`config.mk`:
```
export PLATFORM = sky130hd
export DESIGN_NAME = calc3_port_engine_flat
export DESIGN_NICKNAME = d
export VERILOG_FILES = /design/src/rtl/calc3_port_engine_if.sv /design/src/rtl/calc3_port_engine.sv /design/src/flat_wrapper.sv
export SDC_FILE = /design/constraint.sdc
export NUM_CORES = 2
export LEC_CHECK = 0
export ABC_AREA = 1
export CORE_MARGIN = 4
export CORE_UTILIZATION = 35
export DETAILED_ROUTE_END_ITERATION = 16
export HOLD_SLACK_MARGIN = 0.06
export MAX_ROUTING_LAYER = met4
export PLACE_DENSITY = 0.58
export SYNTH_ARGS = -nofsm -noshare
export SYNTH_HDL_FRONTEND = slang
export SYNTH_SLANG_ARGS = --single-unit
```
`constraint.sdc`:
```
create_clock -name clock -period 3.4 [get_ports clock]
set_clock_uncertainty 0.15 [all_clocks]
set_input_delay 0.51 -clock clock [delete_from_list [all_inputs] [get_ports clock]]
set_output_delay 0.51 -clock clock [all_outputs]
set_load 0.03 [all_outputs]
```
`src/rtl/calc3_port_engine_if.sv`:
```
// Request/response bundle for calc3_port_engine. Vectors are big-endian: index 0 is the MSB.
// A request is valid whenever reqx_cmd is nonzero; there is no ready, so every request is taken.
interface calc3_port_engine_if;
  logic [0:3]  reqx_cmd;
  logic [0:3]  reqx_d1;
  logic [0:3]  reqx_d2;
  logic [0:3]  reqx_r1;
  logic [0:1]  reqx_tag;
  logic [0:31] reqx_data;
  logic [0:1]  outx_tag;
  logic [0:1]  outx_resp;
  logic [0:31] outx_data;

  modport master (
    output reqx_cmd, reqx_d1, reqx_d2, reqx_r1, reqx_tag, reqx_data,
    input  outx_tag, outx_resp, outx_data
  );

  modport slave (
    input  reqx_cmd, reqx_d1, reqx_d2, reqx_r1, reqx_tag, reqx_data,
    output outx_tag, outx_resp, outx_data
  );
endinterface

```
`src/rtl/calc3_port_engine.sv`:
```
// Three-stage register-file calculator (decode/read, execute, writeback) with tag tracking.
// Macro CALC3_SHIFT_EN enables the shl/shr commands; without it they respond as errors.
module calc3_port_engine #(
  parameter logic [31:0] REG_RESET_VAL = 32'h0
) (
  input  logic               clock,
  input  logic               reset,
  calc3_port_engine_if.slave port
);
  localparam logic [0:3] CMD_IDLE  = 4'd0;
  localparam logic [0:3] CMD_ADD   = 4'd1;
  localparam logic [0:3] CMD_SUB   = 4'd2;
  localparam logic [0:3] CMD_STORE = 4'd8;
  localparam logic [0:3] CMD_FETCH = 4'd9;
`ifdef CALC3_SHIFT_EN
  localparam logic [0:3] CMD_SHL   = 4'd5;
  localparam logic [0:3] CMD_SHR   = 4'd6;
`endif
  localparam logic [0:1] RESP_NONE = 2'b00;
  localparam logic [0:1] RESP_OK   = 2'b01;
  localparam logic [0:1] RESP_ERR  = 2'b10;
  localparam logic [0:1] RESP_COLL = 2'b11;

  logic [0:31] regs_q [16];
  logic [0:31] regs_d [16];
  logic [0:3]  inflight_q, inflight_d;

  logic        s1_valid_q, s1_valid_d, s1_coll_q, s1_coll_d;
  logic [0:3]  s1_cmd_q, s1_cmd_d, s1_d1_q, s1_d1_d, s1_d2_q, s1_d2_d, s1_r1_q, s1_r1_d;
  logic [0:1]  s1_tag_q, s1_tag_d;
  logic [0:31] s1_data_q, s1_data_d;

  logic        s2_valid_q, s2_valid_d, s2_coll_q, s2_coll_d;
  logic [0:3]  s2_cmd_q, s2_cmd_d, s2_r1_q, s2_r1_d;
  logic [0:1]  s2_tag_q, s2_tag_d;
  logic [0:31] s2_a_q, s2_a_d, s2_b_q, s2_b_d, s2_data_q, s2_data_d;

  logic        s3_valid_q, s3_valid_d, s3_we_q, s3_we_d;
  logic [0:3]  s3_r1_q, s3_r1_d;
  logic [0:1]  s3_tag_q, s3_tag_d, s3_resp_q, s3_resp_d;
  logic [0:31] s3_wdata_q, s3_wdata_d, s3_odata_q, s3_odata_d;

  logic [0:1]  out_tag_q, out_tag_d, out_resp_q, out_resp_d;
  logic [0:31] out_data_q, out_data_d;

  logic        retire_clear, tag_busy;
  logic [0:31] op_a, op_b;
  logic        ex_we;
  logic [0:1]  ex_resp;
  logic [0:31] ex_wdata, ex_odata;
  logic [0:32] ex_sum;

  // A tag retiring from writeback this edge is free again for the request arriving now.
  always_comb begin
    retire_clear = s3_valid_q && (s3_resp_q != RESP_COLL);
    tag_busy     = inflight_q[port.reqx_tag] &&
                   !(retire_clear && (s3_tag_q == port.reqx_tag));
    s1_valid_d   = (port.reqx_cmd != CMD_IDLE);
    s1_coll_d    = tag_busy;
    s1_cmd_d     = port.reqx_cmd;
    s1_d1_d      = port.reqx_d1;
    s1_d2_d      = port.reqx_d2;
    s1_r1_d      = port.reqx_r1;
    s1_tag_d     = port.reqx_tag;
    s1_data_d    = port.reqx_data;
    inflight_d   = inflight_q;
    if (retire_clear) inflight_d[s3_tag_q] = 1'b0;
    if (s1_valid_d && !tag_busy) inflight_d[port.reqx_tag] = 1'b1;
  end

  // Operand read: the youngest older writer wins (execute, then writeback, then the file).
  always_comb begin
    op_a = regs_q[s1_d1_q];
    op_b = regs_q[s1_d2_q];
    if (s3_valid_q && s3_we_q && (s3_r1_q == s1_d1_q)) op_a = s3_wdata_q;
    if (s3_valid_q && s3_we_q && (s3_r1_q == s1_d2_q)) op_b = s3_wdata_q;
    if (ex_we && (s2_r1_q == s1_d1_q)) op_a = ex_wdata;
    if (ex_we && (s2_r1_q == s1_d2_q)) op_b = ex_wdata;
    s2_valid_d = s1_valid_q;
    s2_coll_d  = s1_coll_q;
    s2_cmd_d   = s1_cmd_q;
    s2_r1_d    = s1_r1_q;
    s2_tag_d   = s1_tag_q;
    s2_a_d     = op_a;
    s2_b_d     = op_b;
    s2_data_d  = s1_data_q;
  end

  always_comb begin
    ex_we    = 1'b0;
    ex_resp  = RESP_ERR;
    ex_wdata = '0;
    ex_odata = '0;
    ex_sum   = {1'b0, s2_a_q} + {1'b0, s2_b_q};
    if (s2_coll_q) begin
      ex_resp = RESP_COLL;
    end else begin
      case (s2_cmd_q)
        CMD_ADD: if (!ex_sum[0]) begin
          ex_we    = 1'b1;
          ex_resp  = RESP_OK;
          ex_wdata = ex_sum[1:32];
          ex_odata = ex_sum[1:32];
        end
        CMD_SUB: if (s2_a_q >= s2_b_q) begin
          ex_we    = 1'b1;
          ex_resp  = RESP_OK;
          ex_wdata = s2_a_q - s2_b_q;
          ex_odata = s2_a_q - s2_b_q;
        end
`ifdef CALC3_SHIFT_EN
        CMD_SHL: begin
          ex_we    = 1'b1;
          ex_resp  = RESP_OK;
          ex_wdata = s2_a_q << s2_b_q[27:31];
          ex_odata = s2_a_q << s2_b_q[27:31];
        end
        CMD_SHR: begin
          ex_we    = 1'b1;
          ex_resp  = RESP_OK;
          ex_wdata = s2_a_q >> s2_b_q[27:31];
          ex_odata = s2_a_q >> s2_b_q[27:31];
        end
`endif
        CMD_STORE: begin
          ex_we    = 1'b1;
          ex_resp  = RESP_OK;
          ex_wdata = s2_data_q;
        end
        CMD_FETCH: begin
          ex_resp  = RESP_OK;
          ex_odata = s2_a_q;
        end
        default: ;
      endcase
    end
    if (!s2_valid_q) begin
      ex_we    = 1'b0;
      ex_resp  = RESP_NONE;
      ex_wdata = '0;
      ex_odata = '0;
    end
  end

  always_comb begin
    s3_valid_d = s2_valid_q;
    s3_we_d    = ex_we;
    s3_r1_d    = s2_r1_q;
    s3_tag_d   = s2_tag_q;
    s3_resp_d  = ex_resp;
    s3_wdata_d = ex_wdata;
    s3_odata_d = ex_odata;
    regs_d     = regs_q;
    if (s3_valid_q && s3_we_q) regs_d[s3_r1_q] = s3_wdata_q;
    out_tag_d  = '0;
    out_resp_d = RESP_NONE;
    out_data_d = '0;
    if (s3_valid_q) begin
      out_tag_d  = s3_tag_q;
      out_resp_d = s3_resp_q;
      out_data_d = s3_odata_q;
    end
  end

  always_ff @(posedge clock) begin
    if (reset) begin
      s1_valid_q <= 1'b0;
      s2_valid_q <= 1'b0;
      s3_valid_q <= 1'b0;
      inflight_q <= '0;
      out_tag_q  <= '0;
      out_resp_q <= RESP_NONE;
      out_data_q <= '0;
      for (int i = 0; i < 16; i++) regs_q[i] <= REG_RESET_VAL;
    end else begin
      s1_valid_q <= s1_valid_d;
      s2_valid_q <= s2_valid_d;
      s3_valid_q <= s3_valid_d;
      inflight_q <= inflight_d;
      out_tag_q  <= out_tag_d;
      out_resp_q <= out_resp_d;
      out_data_q <= out_data_d;
      regs_q     <= regs_d;
    end
  end

  // Payload flops are qualified by the stage valids, so they need no reset.
  always_ff @(posedge clock) begin
    s1_coll_q  <= s1_coll_d;
    s1_cmd_q   <= s1_cmd_d;
    s1_d1_q    <= s1_d1_d;
    s1_d2_q    <= s1_d2_d;
    s1_r1_q    <= s1_r1_d;
    s1_tag_q   <= s1_tag_d;
    s1_data_q  <= s1_data_d;
    s2_coll_q  <= s2_coll_d;
    s2_cmd_q   <= s2_cmd_d;
    s2_r1_q    <= s2_r1_d;
    s2_tag_q   <= s2_tag_d;
    s2_a_q     <= s2_a_d;
    s2_b_q     <= s2_b_d;
    s2_data_q  <= s2_data_d;
    s3_we_q    <= s3_we_d;
    s3_r1_q    <= s3_r1_d;
    s3_tag_q   <= s3_tag_d;
    s3_resp_q  <= s3_resp_d;
    s3_wdata_q <= s3_wdata_d;
    s3_odata_q <= s3_odata_d;
  end

  assign port.outx_tag  = out_tag_q;
  assign port.outx_resp = out_resp_q;
  assign port.outx_data = out_data_q;
endmodule

```
`src/flat_wrapper.sv`:
```
// flat-port wrapper written by rule: the top's interface ports become plain ports
module calc3_port_engine_flat 
#(
  parameter logic [31:0] REG_RESET_VAL = 32'h0
)
  (clock, reset, port_reqx_cmd, port_reqx_d1, port_reqx_d2, port_reqx_r1, port_reqx_tag, port_reqx_data, port_outx_tag, port_outx_resp, port_outx_data);
  calc3_port_engine_if port_i ();
  input  logic clock;
  input  logic reset;
  input wire logic [$bits(port_i.reqx_cmd)-1:0] port_reqx_cmd;
  input wire logic [$bits(port_i.reqx_d1)-1:0] port_reqx_d1;
  input wire logic [$bits(port_i.reqx_d2)-1:0] port_reqx_d2;
  input wire logic [$bits(port_i.reqx_r1)-1:0] port_reqx_r1;
  input wire logic [$bits(port_i.reqx_tag)-1:0] port_reqx_tag;
  input wire logic [$bits(port_i.reqx_data)-1:0] port_reqx_data;
  output wire logic [$bits(port_i.outx_tag)-1:0] port_outx_tag;
  output wire logic [$bits(port_i.outx_resp)-1:0] port_outx_resp;
  output wire logic [$bits(port_i.outx_data)-1:0] port_outx_data;
  assign port_i.reqx_cmd = port_reqx_cmd;
  assign port_i.reqx_d1 = port_reqx_d1;
  assign port_i.reqx_d2 = port_reqx_d2;
  assign port_i.reqx_r1 = port_reqx_r1;
  assign port_i.reqx_tag = port_reqx_tag;
  assign port_i.reqx_data = port_reqx_data;
  assign port_outx_tag = port_i.outx_tag;
  assign port_outx_resp = port_i.outx_resp;
  assign port_outx_data = port_i.outx_data;
  calc3_port_engine #(.REG_RESET_VAL(REG_RESET_VAL)) u_core (.clock(clock), .reset(reset), .port(port_i));
endmodule
```
Word level (Yosys, flattened, before mapping)
Index checks and enable logic that the tools add are counted.
{"block": "word_totals", "out_inout_bits": 36, "inputBits": 52, "elab_cells": 129, "regBits": 786}
{"block": "op_classes", "n_mux": 37, "add_sub_neg": 2, "bitwise": 10, "n_eq_ne": 10, "magnitude_cmp": 9, "n_reduce_logical": 18}
{"op": "512-bit bitwise mux", "n": 1}
{"op": "32-bit 2-to-1 mux", "n": 13}
{"op": "32-bit binary-select mux with 4-bit select", "n": 2}
{"op": "32-bit one-hot mux with 3 select lines", "n": 2}
{"op": "32-bit demux with 4-bit select", "n": 1}
{"op": "32-bit by 32-bit adder with 33-bit output", "n": 1}
{"op": "32-bit greater-or-equal comparator", "n": 1}
{"op": "32-bit subtractor", "n": 1}
{"op": "4-bit equality test", "n": 4}
{"op": "5-bit greater-or-equal comparator (second input constant)", "n": 3}
{"op": "4-bit NOT with 5-bit output", "n": 3}
{"op": "1-bit logical AND", "n": 12}
{"op": "4-bit equality test (second input constant)", "n": 2}
{"op": "1-bit 2-to-1 mux", "n": 8}
{"op": "4-bit 2-to-1 mux", "n": 2}
{"op": "3-bit greater-or-equal comparator (second input constant)", "n": 2}
{"op": "3-bit by 1-bit < comparator with 1-bit output (second input constant)", "n": 2}
{"op": "2-bit 2-to-1 mux", "n": 3}
{"op": "2-bit NOT with 3-bit output", "n": 2}
{"op": "2-bit one-hot mux with 3 select lines", "n": 1}
{"op": "2-bit OR reduction", "n": 3}
{"op": "5-bit by 1-bit < comparator with 1-bit output (second input constant)", "n": 1}
{"op": "4-bit AND", "n": 1}
{"op": "1-bit demux with 2-bit select", "n": 2}
{"op": "other kinds (11)", "n": 13}

Depth between registers and ports, before layout
{"block": "logic_depth", "ltp_word": 10, "depth_mapped": 19, "depth_no_buf": 18}

Worst setup path after synthesis
OpenSTA, ideal clock, no wires.
{"block": "synth_path", "path_kind": "reg2reg", "from": "register u_core.s2_a_q[31] (netlist name)", "to": "register u_core.s2_b_q[2] (netlist name)", "path_stages_with_launch": 20, "n_path_buf": 2, "setup_ns": 0.114, "period_less_slack_ns": 2.472, "slack_ns": 0.928, "required_time_ns": 3.136, "arrival_time_ns": 2.209, "cell_sequence": "dfxtp_1 inv_1 ha_1 fa_1 inv_1 nand2_1 nand2_1 nand3_1 nand2_2 nand2_1 nand3_2 nand2_2 nand2_2 nand2_4 nand3_4 nand3b_2 buf_6 buf_6 nand2_1 nand2_1"}
{"block": "synth_between", "elab_chain_len": 7, "word_cells_on_any_way": 15, "classes_between": "2 x add/sub; 1 x order compare; 11 x mux; 1 x reduce/logical"}
{"element": "start: declaration", "line_no": "calc3_port_engine.sv:36", "text": "logic [0:31] s2_a_q, s2_a_d, s2_b_q, s2_b_d, s2_data_q, s2_data_d;"}
{"element": "start signal: assignment", "line_no": "calc3_port_engine.sv:200", "text": "s2_a_q <= s2_a_d;"}
{"element": "32-bit by 32-bit adder with 33-bit output / 32-bit greater-or-equal comparator (equally long branches)", "line_no": "calc3_port_engine.sv:94, calc3_port_engine.sv:105"}
{"element": "1-bit 2-to-1 mux (on tied branches)", "line_no": "calc3_port_engine.sv:99, calc3_port_engine.sv:105"}
{"element": "1-bit one-hot mux with 3 select lines", "line_no": "calc3_port_engine.sv:98", "text": "case (s2_cmd_q)"}
{"element": "1-bit 2-to-1 mux", "line_no": "calc3_port_engine.sv:95", "text": "if (s2_coll_q) begin"}
{"element": "1-bit 2-to-1 mux", "line_no": "calc3_port_engine.sv:137", "text": "if (!s2_valid_q) begin"}
{"element": "1-bit logical AND", "line_no": "calc3_port_engine.sv:78", "text": "if (ex_we && (s2_r1_q == s1_d2_q)) op_b = ex_wdata;"}
{"element": "32-bit 2-to-1 mux (*)", "line_no": "calc3_port_engine.sv:78"}
{"element": "via u_core.op_b, one bit", "line_no": "calc3_port_engine.sv:47", "text": "logic [0:31] op_a, op_b;"}
{"element": "end signal: assignment", "line_no": "calc3_port_engine.sv:201", "text": "s2_b_q <= s2_b_d;"}
{"element": "end: declaration", "line_no": "calc3_port_engine.sv:36"}
Mark *: on every way through the listed nets, which the timed path passes. The rest lies on a longest branch.
A chain may end at the register's enable or synchronous reset.

Final worst setup path
{"block": "layout_path", "from": "register u_core.s3_r1_q[0] (netlist name)", "to": "register u_core.s2_a_q[7] (netlist name)"}
{"block": "layout_between", "elab_chain_len": 4}
{"element": "start: declaration", "line_no": "calc3_port_engine.sv:39", "text": "logic [0:3] s3_r1_q, s3_r1_d;"}
{"element": "start signal: assignment", "line_no": "calc3_port_engine.sv:204", "text": "s3_r1_q <= s3_r1_d;"}
{"element": "4-bit equality test", "line_no": "calc3_port_engine.sv:75", "text": "if (s3_valid_q && s3_we_q && (s3_r1_q == s1_d1_q)) op_a = s3_wdata_q;"}
{"element": "1-bit logical AND", "line_no": "calc3_port_engine.sv:75"}
{"element": "32-bit 2-to-1 mux", "line_no": "calc3_port_engine.sv:75"}
{"element": "32-bit 2-to-1 mux", "line_no": "calc3_port_engine.sv:77", "text": "if (ex_we && (s2_r1_q == s1_d1_q)) op_a = ex_wdata;"}
{"element": "via u_core.op_a, one bit", "line_no": "calc3_port_engine.sv:47"}
The timed path passes the listed nets, and every way through them passes these cells.

==> reports/results.ini <==
[route]
ant_nets=0
routed_via_density=5.41
vias=39100
first_pass_iters=6
drt_iter0_markers=4204
totalWireLength_microns=150000
routedWlPerCell_microns=20.7
drc=0

[run]
maxCapViolCount=0

[clock_network]
htreeDepth=3
post_cts_resized=0
cts_sinks=786
cts_buffers=86
ctsHoldBuffers=0
root_buffer=clkbuf_16
cts_setup_buffers=0
clock_latency_ns=0.66
cts_tree=yes
clk_path_buf_depth=3
clk_pin_slew_ns=0.06

[logic_synthesis]
yosysWarnings=0
synth_area_per_cell_sq_um=6.79
ys_seq_area_share_pct=39.8
synth-main-ff-cell=dfxtp_1
async_reset_ff_share_pct=0
synth_area_sq_mm=0.0396
synth_nets=5947
synth_edf_count=0
ys_seq_elements=786
syn-instance-count=5829
ys_types=50

[placed_design]
port-buffer-count=87
place_area_sq_mm=0.0421
place_hpwl_microns=94100
gp_congestion=0.930

[critical_path]
cp_cell_sequence=inv_1, a221oi_1, o2111ai_4, buf_4, buf_4, o21ai_0, nand2_1, nand2_1
cp.arrival_ns=3.51
endpoint_kind=register
critPathTopFamily=compound AO/OA/AOI/OAI gates
critical_path.startpoint=u_core.s3_r1_q[0]
critPathMaxFanout=19
cpPeakStageDelay_ns=0.50
crit_buf_inv=3
rrSetupSlack_ns=0.32
cp-start-kind=register
required_ns=3.83
cp_slowest_cell=dfxtp_1
path_class=register to register
r2r_start=u_core.s3_r1_q[0]

[global_route]
grt_antenna_before_repair=0
overflow=0
grt_usage_pct=25.1
grt_pass1_wl_microns=223000
grt_max_degree=145
grt_pass1_vias=36000

[die]
die-height_microns=344
io_pins=88
dieWidth_microns=344
initial_core_util_pct=35.2
dieArea_sq_mm=0.119
rows=123
core_area_sq_mm=0.112

[sta]
slew_viol_final=0
rsz0062_at_grt=false
post-route-min-period_ns=3.08
min_period_over_period_pct=90.7
tns_ns=0
slew_headroom_pct=32.2
fmax_mhz=324
hold_viol=0
finalSetupViolations=0
tightest_slew_ns=1.02

[min_path]
worstHoldPathType=primary input to register
hold_start=port_reqx_d2[2]

[layout]
diodes=0
layout.nets=5786
drive_gt1_share_pct=6.17
design_area_sq_mm=0.0451
fillers=11700
synthToLayoutAreaGrowth_pct=14.1

[pwr]
leakagePower_uw=0.0179
p_per_area_mw_per_mm2=506
ir_drop_v=0.000350

[outcome]
outcome=completed

[cells in the mapped netlist (all sizes together) (2+ instances only)]
library cell / number / area, sq um
buf: 88 / 468
a31oi: 8 / 50.1
xnor2: 12 / 105
xor2: 27 / 236
and2: 3 / 18.8
nor3: 15 / 80.1
dfxtp: 786 / 15700
o21bai: 18 / 135
clkinv: 4 / 15.0
nand2: 726 / 2770
inv: 710 / 2670
nand3b: 3 / 38.8
ha: 64 / 801
nand3: 455 / 2310
a21oi: 1023 / 5150
nor2: 247 / 976
fa: 2 / 40.0
o2111ai: 2 / 17.5
nor4: 3 / 33.8
o21ai: 1161 / 5810
o31ai: 4 / 30.0
nand4: 10 / 62.6
o22ai: 3 / 18.8
clkbuf: 374 / 1400
o211ai: 74 / 556
[registers in the layout, indices dropped and copies added, names as in the netlist, 2 cells and up]
name                   flops
u_core.s3_tag_q            2
u_core.inflight_q          4
u_core.s1_cmd_q            4
u_core.s2_a_q             32
u_core.regs_q            512
u_core.s3_r1_q             4
u_core.s2_tag_q            2
u_core.s1_d2_q             4
u_core.s1_r1_q             4
u_core.s1_d1_q             4
u_core.s3_wdata_q         32
u_core.s1_tag_q            2
u_core.s2_r1_q             4
u_core.s3_odata_q         32
u_core.port.outx_resp      2
u_core.port.outx_tag       2
u_core.port.outx_data     32
u_core.s2_b_q             32
u_core.s1_data_q          32
u_core.s2_data_q          32
u_core.s3_resp_q           2
u_core.s2_cmd_q            4
[through the flow]
stage	utilization [%]	worst slack, ns	hold slack (ns)	total power, uW	std cells
finish	40.2	0.318	0.147	22900	7233
global route	40.2	0.146	0.132	23700	7233
CTS	40.2	0.390	0.108	23000	7233
detailed placement	37.5	0.413	0.162	13000	7080
global placement	37.5	0.386	0.161	13000	7080
floorplan	-	0.928	0.160	11900	5829
[layout by cell type, fill, tap and decap left out, drive strengths merged, types with 8 or more instances in the layout]
cell / Yosys / layout
a21oi: 1023 / 1023
dfxtp: 786 / 786
o21ai: 1161 / 1161
clkinv: 4 / 20
xor2: 27 / 27
bufinv: 0 / 10
o211ai: 74 / 74
clkbuf: 374 / 120
o21bai: 18 / 18
ha: 64 / 64
a31oi: 8 / 8
inv: 710 / 716
nand3: 455 / 455
nand4: 10 / 10
clkdlybuf4s50: 0 / 87
nor3: 15 / 15
buf: 88 / 126
xnor2: 12 / 12
nor2: 247 / 247
nand2: 726 / 726
[final timing paths]
path	endpoint	depth (start not counted)
min	u_core.s1_d2_q[1]	1
max reg2reg	u_core.s2_a_q[7]	8
max	u_core.s2_a_q[7]	8
min reg2reg	u_core.s2_r1_q[2]	0
[layout make-up]
class                   count  area [sq um]  area share, %
well taps                1500          1880           4.16
repair buffers            213          2350           5.22
clock buffers             120          2540           5.64
clock inverters            33           452           1.00
multi-input cells        3867         19500           43.1
inverters                 714          2700           5.98
flip-flops and latches    786         15800           34.9
[metal layers]
layer	part of all wire, %	global-route usage (%)	vias up
met1	44	33.2	18100
met2	45	39.4	1631
met4	3.3	8.61	0
met5	0	-	-
met3	8.2	3.61	303
li1	-	-	19100
[report_power, final]
part           switching, uW  leakage (uW)  internal [uW]  total [uW]
Clock                   3990       0.00149           5980        9970
Combinational           2340        0.0100           1040        3380
Sequential               137       0.00639           9370        9500
[cells by family (layout without fill, tap and decap cells)]
family	count (synthesis)	in the layout	synth area share, %
AO/OA/AOI/OAI	2299	2299	29.9
XOR/XNOR	39	39	0.863
adder cells (fa/ha/maj)	66	66	2.12
buffers and inverters	1176	1080	11.5
flip-flops	786	786	39.8
AND/OR/NAND/NOR	1463	1463	15.9
Power figures use the tool's default switching activity.
